--- config.mk ---
export PLATFORM = sky130hd
export DESIGN_NAME = serial_word_rx
export DESIGN_NICKNAME = d
export VERILOG_FILES = /design/src/rtl/serial_word_rx_pkg.sv /design/src/rtl/serial_word_rx_word_out_buf.sv /design/src/rtl/serial_word_rx.sv
export SDC_FILE = /design/constraint.sdc
export NUM_CORES = 1
export LEC_CHECK = 0
export BUFFER_PORTS_ARGS = -buffer_cell sky130_fd_sc_hd__clkbuf_2
export CAP_MARGIN = 25
export CORE_MARGIN = 2
export CORE_UTILIZATION = 40
export CTS_CLUSTER_SIZE = 8
export DETAILED_ROUTE_END_ITERATION = 7
export GPL_ROUTABILITY_DRIVEN = 0
export GPL_TIMING_DRIVEN = 0
export HOLD_SLACK_MARGIN = 0.03
export PLACE_DENSITY = 0.72
export SYNTH_ARGS = -nofsm -noshare
export SYNTH_HDL_FRONTEND = slang
export SYNTH_SLANG_ARGS = --single-unit
--- constraint.sdc ---
create_clock -name Clk -period 3.1 [get_ports Clk]
set_input_delay 0.62 -clock Clk [delete_from_list [all_inputs] [get_ports Clk]]
set_output_delay 0.62 -clock Clk [all_outputs]
set_load 0.05 [all_outputs]
--- src/rtl/serial_word_rx_pkg.sv ---
// rtl/serial_word_rx_pkg.sv - shared types and constants for the serial word receiver
//
// Purpose: state encoding and default word width used by serial_word_rx and
//          its output holding register.
// Contents:
//   rx_state_e : IDLE (waiting for a Start-qualified bit) / SHIFT (frame in progress)
//   WORD_W     : default word width, matching the upstream shift register
package serial_word_rx_pkg;

    typedef enum logic {
        IDLE  = 1'b0,
        SHIFT = 1'b1
    } rx_state_e;

    localparam int WORD_W = 4;

endpackage

--- src/rtl/serial_word_rx_word_out_buf.sv ---
// rtl/serial_word_rx_word_out_buf.sv - output holding register with valid/ready and overrun
//
// Purpose: holds one completed word until downstream accepts it. A word
//          arriving while the held word is still unaccepted is dropped and
//          flagged in a sticky overrun bit.
// Ports:
//   clk_i      : system clock
//   reset_i    : synchronous active-high reset
//   load_i     : one-cycle pulse, word_i is a completed word
//   word_i     : completed word
//   ready_i    : downstream accepts data_o this cycle
//   data_o     : held word (stable while valid_o=1 and ready_i=0)
//   valid_o    : data_o holds an unaccepted word
//   overrun_o  : sticky, a completed word was dropped
module serial_word_rx_word_out_buf
    import serial_word_rx_pkg::*;
#(
    parameter int N = WORD_W
) (
    input  logic         clk_i,
    input  logic         reset_i,
    input  logic         load_i,
    input  logic [N-1:0] word_i,
    input  logic         ready_i,
    output logic [N-1:0] data_o,
    output logic         valid_o,
    output logic         overrun_o
);

    logic [N-1:0] data_q, data_d;
    logic         valid_q, valid_d;
    logic         overrun_q, overrun_d;

    always_comb begin
        data_d    = data_q;
        valid_d   = valid_q;
        overrun_d = overrun_q;
        if (load_i) begin
            // The slot is free if empty or being drained this same cycle.
            if (!valid_q || ready_i) begin
                data_d  = word_i;
                valid_d = 1'b1;
            end else begin
                overrun_d = 1'b1;
            end
        end else if (valid_q && ready_i) begin
            valid_d = 1'b0;
        end
    end

    always_ff @(posedge clk_i) begin
        if (reset_i) begin
            data_q    <= '0;
            valid_q   <= 1'b0;
            overrun_q <= 1'b0;
        end else begin
            data_q    <= data_d;
            valid_q   <= valid_d;
            overrun_q <= overrun_d;
        end
    end

    assign data_o    = data_q;
    assign valid_o   = valid_q;
    assign overrun_o = overrun_q;

endmodule

--- src/rtl/serial_word_rx.sv ---
// rtl/serial_word_rx.sv - LSB-first serial-to-parallel word receiver
//
// Purpose: collects N strobed serial bits, the first qualified by Start, into
//          a word and hands it to a double-buffered valid/ready output.
// Ports:
//   Clk      : system clock
//   Reset    : synchronous active-high reset
//   SerIn    : serial data bit
//   SerValid : SerIn is valid this cycle
//   Start    : first bit of a frame (only meaningful with SerValid=1)
//   Ready    : downstream accepts Data this cycle
//   Data     : assembled word, registered
//   Valid    : Data holds an unaccepted word
//   Busy     : a frame is in progress
//   Overrun  : sticky, a completed word was dropped
module serial_word_rx
    import serial_word_rx_pkg::*;
#(
    parameter int N = WORD_W
) (
    input  logic         Clk,
    input  logic         Reset,
    input  logic         SerIn,
    input  logic         SerValid,
    input  logic         Start,
    input  logic         Ready,
    output logic [N-1:0] Data,
    output logic         Valid,
    output logic         Busy,
    output logic         Overrun
);

    localparam int CW = $clog2(N + 1);

    rx_state_e    state_q, state_d;
    logic [CW-1:0] cnt_q, cnt_d;
    logic [N-1:0]  sh_q, sh_d;
    logic [N-1:0]  shifted;
    logic          load;

    // New bits enter at the top so the first bit ends up in bit 0.
    assign shifted = {SerIn, sh_q[N-1:1]};

    always_comb begin
        state_d = state_q;
        cnt_d   = cnt_q;
        sh_d    = sh_q;
        load    = 1'b0;
        if (SerValid) begin
            if (Start) begin
                // Start always (re)opens a frame; any partial word is discarded.
                state_d = SHIFT;
                cnt_d   = CW'(1);
                sh_d    = {SerIn, {(N-1){1'b0}}};
            end else if (state_q == SHIFT) begin
                sh_d = shifted;
                if (cnt_q == CW'(N - 1)) begin
                    // Nth bit: the shifted value is the finished word.
                    load    = 1'b1;
                    state_d = IDLE;
                    cnt_d   = '0;
                end else begin
                    cnt_d = cnt_q + CW'(1);
                end
            end
        end
    end

    always_ff @(posedge Clk) begin
        if (Reset) begin
            state_q <= IDLE;
            cnt_q   <= '0;
            sh_q    <= '0;
        end else begin
            state_q <= state_d;
            cnt_q   <= cnt_d;
            sh_q    <= sh_d;
        end
    end

    assign Busy = (state_q == SHIFT);

    serial_word_rx_word_out_buf #(
        .N (N)
    ) u_word_out_buf (
        .clk_i     (Clk),
        .reset_i   (Reset),
        .load_i    (load),
        .word_i    (shifted),
        .ready_i   (Ready),
        .data_o    (Data),
        .valid_o   (Valid),
        .overrun_o (Overrun)
    );

endmodule

### Word level (Yosys, flattened, before mapping)

Cells that the tools add are included.

* register bits after elaboration: 14
* latch bits: 0
* memory bits (writable): 0
* memory bits (read-only): 0
* word-level logic and storage cells: 34
* memories kept: 0

* add/subtract/negate cells: 1
* $mul: 0
* divide/modulo/power cells: 0
* magnitude comparators: 0
* equal/unequal tests: 2
* shift-type cells: 0
* muxes and demuxes: 15
* bitwise operators: 1
* reductions and logical operators: 9

Operator list (number)
* $mux W1: 10
* $mux W3: 3
* $mux W4: 2
* $reduce_and A2 Y1: 4
* $reduce_bool A2 Y1: 2
* $add A3 B1 Y3 const B: 1
* $eq A3 B2 Y1 const B: 1
* $ne A2 B1 Y1 const B: 1
* $logic_and A1 B1 Y1: 1
* $logic_not A1 Y1: 1
* $logic_or A1 B1 Y1: 1
* $not A1 Y1: 1

### Logic depth before layout (Yosys ltp)

* depth after elaboration: 7
* mapped depth: 4
* mapped depth without buffers: 4

### Cells and area by module

Synthesis repeated with hierarchy kept, for this count alone.

* cells, all modules: 57
* area total of the unflattened synthesis: 545.5 sq um

By module, submodules not included
* serial_word_rx: times used 1, cells each 31, area each 281.5 sq um, sequential area each 140.1 sq um
* serial_word_rx_word_out_buf: times used 1, cells each 26, area each 264.0 sq um, sequential area each 120.1 sq um

### Worst setup path before layout

No wires, ideal clock.

* kind: reg-to-reg
* start point: reg state_q, in the netlist Busy
* end point: reg u_word_out_buf.data_q[0], in the netlist u_word_out_buf.data_o[0]
* setup time: 0.072 ns
* arrival: 1.459 ns
* data required time: 3.028 ns
* slack: 1.569 ns
* cell stages (with the launch flop): 4
* buffers on the path: 0
* path through: dfxtp_1 nand2_2 nor4_4 mux2i_1

* longest elaborated chain between the ends: 4

Ends and longest elaborated chain
* start, declared: line serial_word_rx.sv:35 `rx_state_e state_q, state_d;`
* start signal, assigned: line serial_word_rx.sv:75 `state_q <= state_d;`
* $mux W1: line serial_word_rx.sv:55 `end else if (state_q == SHIFT) begin`
* $mux W1: line serial_word_rx.sv:50 `if (Start) begin`
* $mux W1: line serial_word_rx.sv:49 `if (SerValid) begin`
* $reduce_and A2 Y1 (no line)
* end signal, assigned: line serial_word_rx_word_out_buf.sv:57 `data_q <= data_d;`
* end, declared: line serial_word_rx_word_out_buf.sv:30 `logic [N-1:0] data_q, data_d;`

No other way between the ends.
A chain may end at the register's enable or synchronous reset.

### Worst setup path after layout

* start point: reg state_q, in the netlist Busy
* end point: out Busy

RTL lines
* end, declared: line serial_word_rx.sv:29 `output logic Busy,`

No word-level cell between the ends.

==> metrics.cfg <==
[synthesis]
syn_area_per_cell_um2 = 9.794
async_flop_share_pct = 0
synth_edf_count = 0
yosys_warnings = 0
yosysSeqAreaShare_pct = 45.81
synth_fp_nets = 65
syn_area_um2 = 568.0
ys_types = 20
postSynthCellCount = 58
synth.largest_area_cell = dfxtp_1
ys_ff_latch = 13
synth_flop_cell = dfxtp_1
yosys-top-cells-area = dfxtp_1 (46%), nand2b_1 (11%), mux2i_1 (8.8%)
netlist.area_leader.share_pct = 45.81

[place]
portBuffers = 12
dpl.hpwl_um = 746.9
placed_area_um2 = 646.9

[setup_path]
cp_cell_sequence = clkbuf_2
critPathTopFamily = flip-flops
critical-path-max-stage-delay_ns = 0.46
required_ns = 2.48
critPathLaunchType = flop
end_kind = output port
critPathMaxFanout = 8
setup.worst_path.class = reg -> out
worstPathArrival_ns = 1.06
critical_path_buf_inv_count = 1
crit_slowest_cell = dfxtp_1

[grt]
grt_max_degree = 11
grt_use_met1_pct = 16.44
grt_pass1_vias = 377
antenna_found_initial = 0
busiest_layer = met2
grt_use_met3_pct = 7.826
grt_pass1_wl_um = 1676
overflow = 0
grt_usage_pct = 12.93
use_met2_pct = 18.13

[finish]
syn_to_final_growth_pct = 18.50
final_cell_area_um2 = 673.1
insertedDiodeCount = 0
fin_nets = 82
drive_above_1_share_pct = 24.32

[routing]
first_pass_iters = 4
drc = 0
wl_per_cell_um = 10.99
detail-route-antenna-nets = 0
vias = 464
via_per_inst = 5.213
first_iter_violations = 8
drt-total-wl_um = 978

[sta]
post-route-period-util_pct = 54.12
final_max_slew_viol_count = 0
rsz0062_at_grt = no
fmax_ghz = 0.5961
setup_viol = 0
period_minus_slack_ns = 1.678
clock_skew_ns = 0.006442
hold_viol_final = 0
slew_headroom_pct = 64.63
worst_pin_slew_ns = 0.5250
setup_tns_ns = 0

[pwr]
peakVddDrop_uv = 323.6
leakagePower_uw = 0.0002674
p_per_area_mw_per_mm2 = 446.2

[floorplanning]
core_mm2 = 0.001318
die_w_um = 41.69
start_util_pct = 43.11
die_h_um = 41.69
dieArea_mm2 = 0.001738
rows = 13
ios = 13

[cts]
clockBufferDepth = 2
cts_tree = built
hold_buffers = 0
cts_buffers = 3
insertion_delay_ns = 0.27
h-tree-depth = 1
post_cts_buffers = 0
cts_sinks = 13
clk_transition_reported_paths_ns = 0.07
postCtsResizedCells = 0
cts_root_buffer = clkbuf_4

[job]
cap_violations = 0

[worst_hold_path]
hold_path.class = reg -> reg

[run_status]
status = finished, final reports clean

power by group:
| group | internal, uW | switching, uW | leakage [uW] |
|---|---|---|---|
| Sequential | 170 | 3.43 | 0.000105 |
| Clock | 49.9 | 52.4 | 0.0000150 |
| Combinational | 10.1 | 14.6 | 0.000147 |
cell families (layout without fill, tap and decap cells):
logic type                 count (synthesis)  count (layout)  synth area share, %
AOI/OAI and AO/OA                         11              11                11.89
adders and majority gates                  1               1                2.202
buffers and inverters                      2              18                1.320
DFF                                       13              13                45.82
muxes                                      5               5                8.811
and+or+nand+nor                           26              26                29.96
synth_stat cells (2+ instances only):
| cell | number |
|---|---|
| dfxtp_1 | 13 |
| nand2b_1 | 10 |
| nor2_1 | 6 |
| mux2i_1 | 5 |
| a21oi_1 | 3 |
| a22oi_1 | 3 |
| a31oi_1 | 2 |
| nand3b_1 | 2 |
| nor2b_1 | 2 |
| o21ai_0 | 2 |
tightest hold or removal path, stage by stage (launching register included):
cell and delay, ns:
dfxtp_1 0.31, nand2b_1 0.06, mux2i_1 0.06
flip-flops by register name, indices dropped and copies added (netlist names):
signal                    count
sh_q                          3
u_word_out_buf.valid_o        1
u_word_out_buf.data_o         4
u_word_out_buf.overrun_o      1
Busy                          1
cnt_q                         3
metrics by stage:
stage                     power [uW]  setup WS (ns)  instances  hold slack [ns]  util [%]
after floorplan                192.1          1.569         58           0.4430         -
final                          300.4          1.422         89           0.4783     51.09
after CTS                      305.9          1.406         89           0.4843     51.09
after global placement         201.7          1.461         85           0.4519     49.10
after global routing           315.3          1.364         89           0.4931     51.09
after detailed placement       202.1          1.442         85           0.4675     49.10
layout by cell type (no fill, tap or decap):
| cell | n |
|---|---|
| mux2i_1 | 5 |
| ha_1 | 1 |
| nor2b_1 | 2 |
| a22oi_1 | 3 |
| a21oi_1 | 3 |
| clkbuf_2 | 12 |
| clkbuf_4 | 3 |
| o21ai_0 | 2 |
| nand2b_1 | 10 |
| and3b_2 | 1 |
| nor2_1 | 6 |
| dfxtp_1 | 13 |
| nand3b_1 | 2 |
| nand4b_1 | 1 |
| clkbuf_1 | 2 |
| a21o_1 | 1 |
| nand2_1 | 1 |
| nand2_2 | 1 |
| nor4_4 | 1 |
| inv_1 | 1 |
| a31oi_1 | 2 |
| or2b_1 | 1 |
metal layers:
layer	part of all wire, %	vias to the layer above
li1	-	237
met1	46	209
met2	46	18
met3	7.6	0
met4	0	0
met5	0	-
cell type report:
type	count	area [um2]
Clock buffer	4	26.28
Tap cell	15	18.77
Timing Repair Buffer	12	60.06
Inverter	1	3.754
Sequential cell	13	260.3
Fill cell	130	644.4
Buffer	1	3.754
Multi-Input combinational cell	43	300.3
path summary, 6_finish.rpt:
kind / startpoint / end / cells past startpoint / slack [ns]
setup / recovery: Busy / Busy / 1 / 1.42
hold / removal: u_word_out_buf.data_o[1] / u_word_out_buf.data_o[1] / 2 / 0.48
setup reg to reg: cnt_q[0] / u_word_out_buf.data_o[2] / 4 / 1.67
hold reg to reg: u_word_out_buf.data_o[1] / u_word_out_buf.data_o[1] / 2 / 0.48
(Power assumes the default switching activity.)
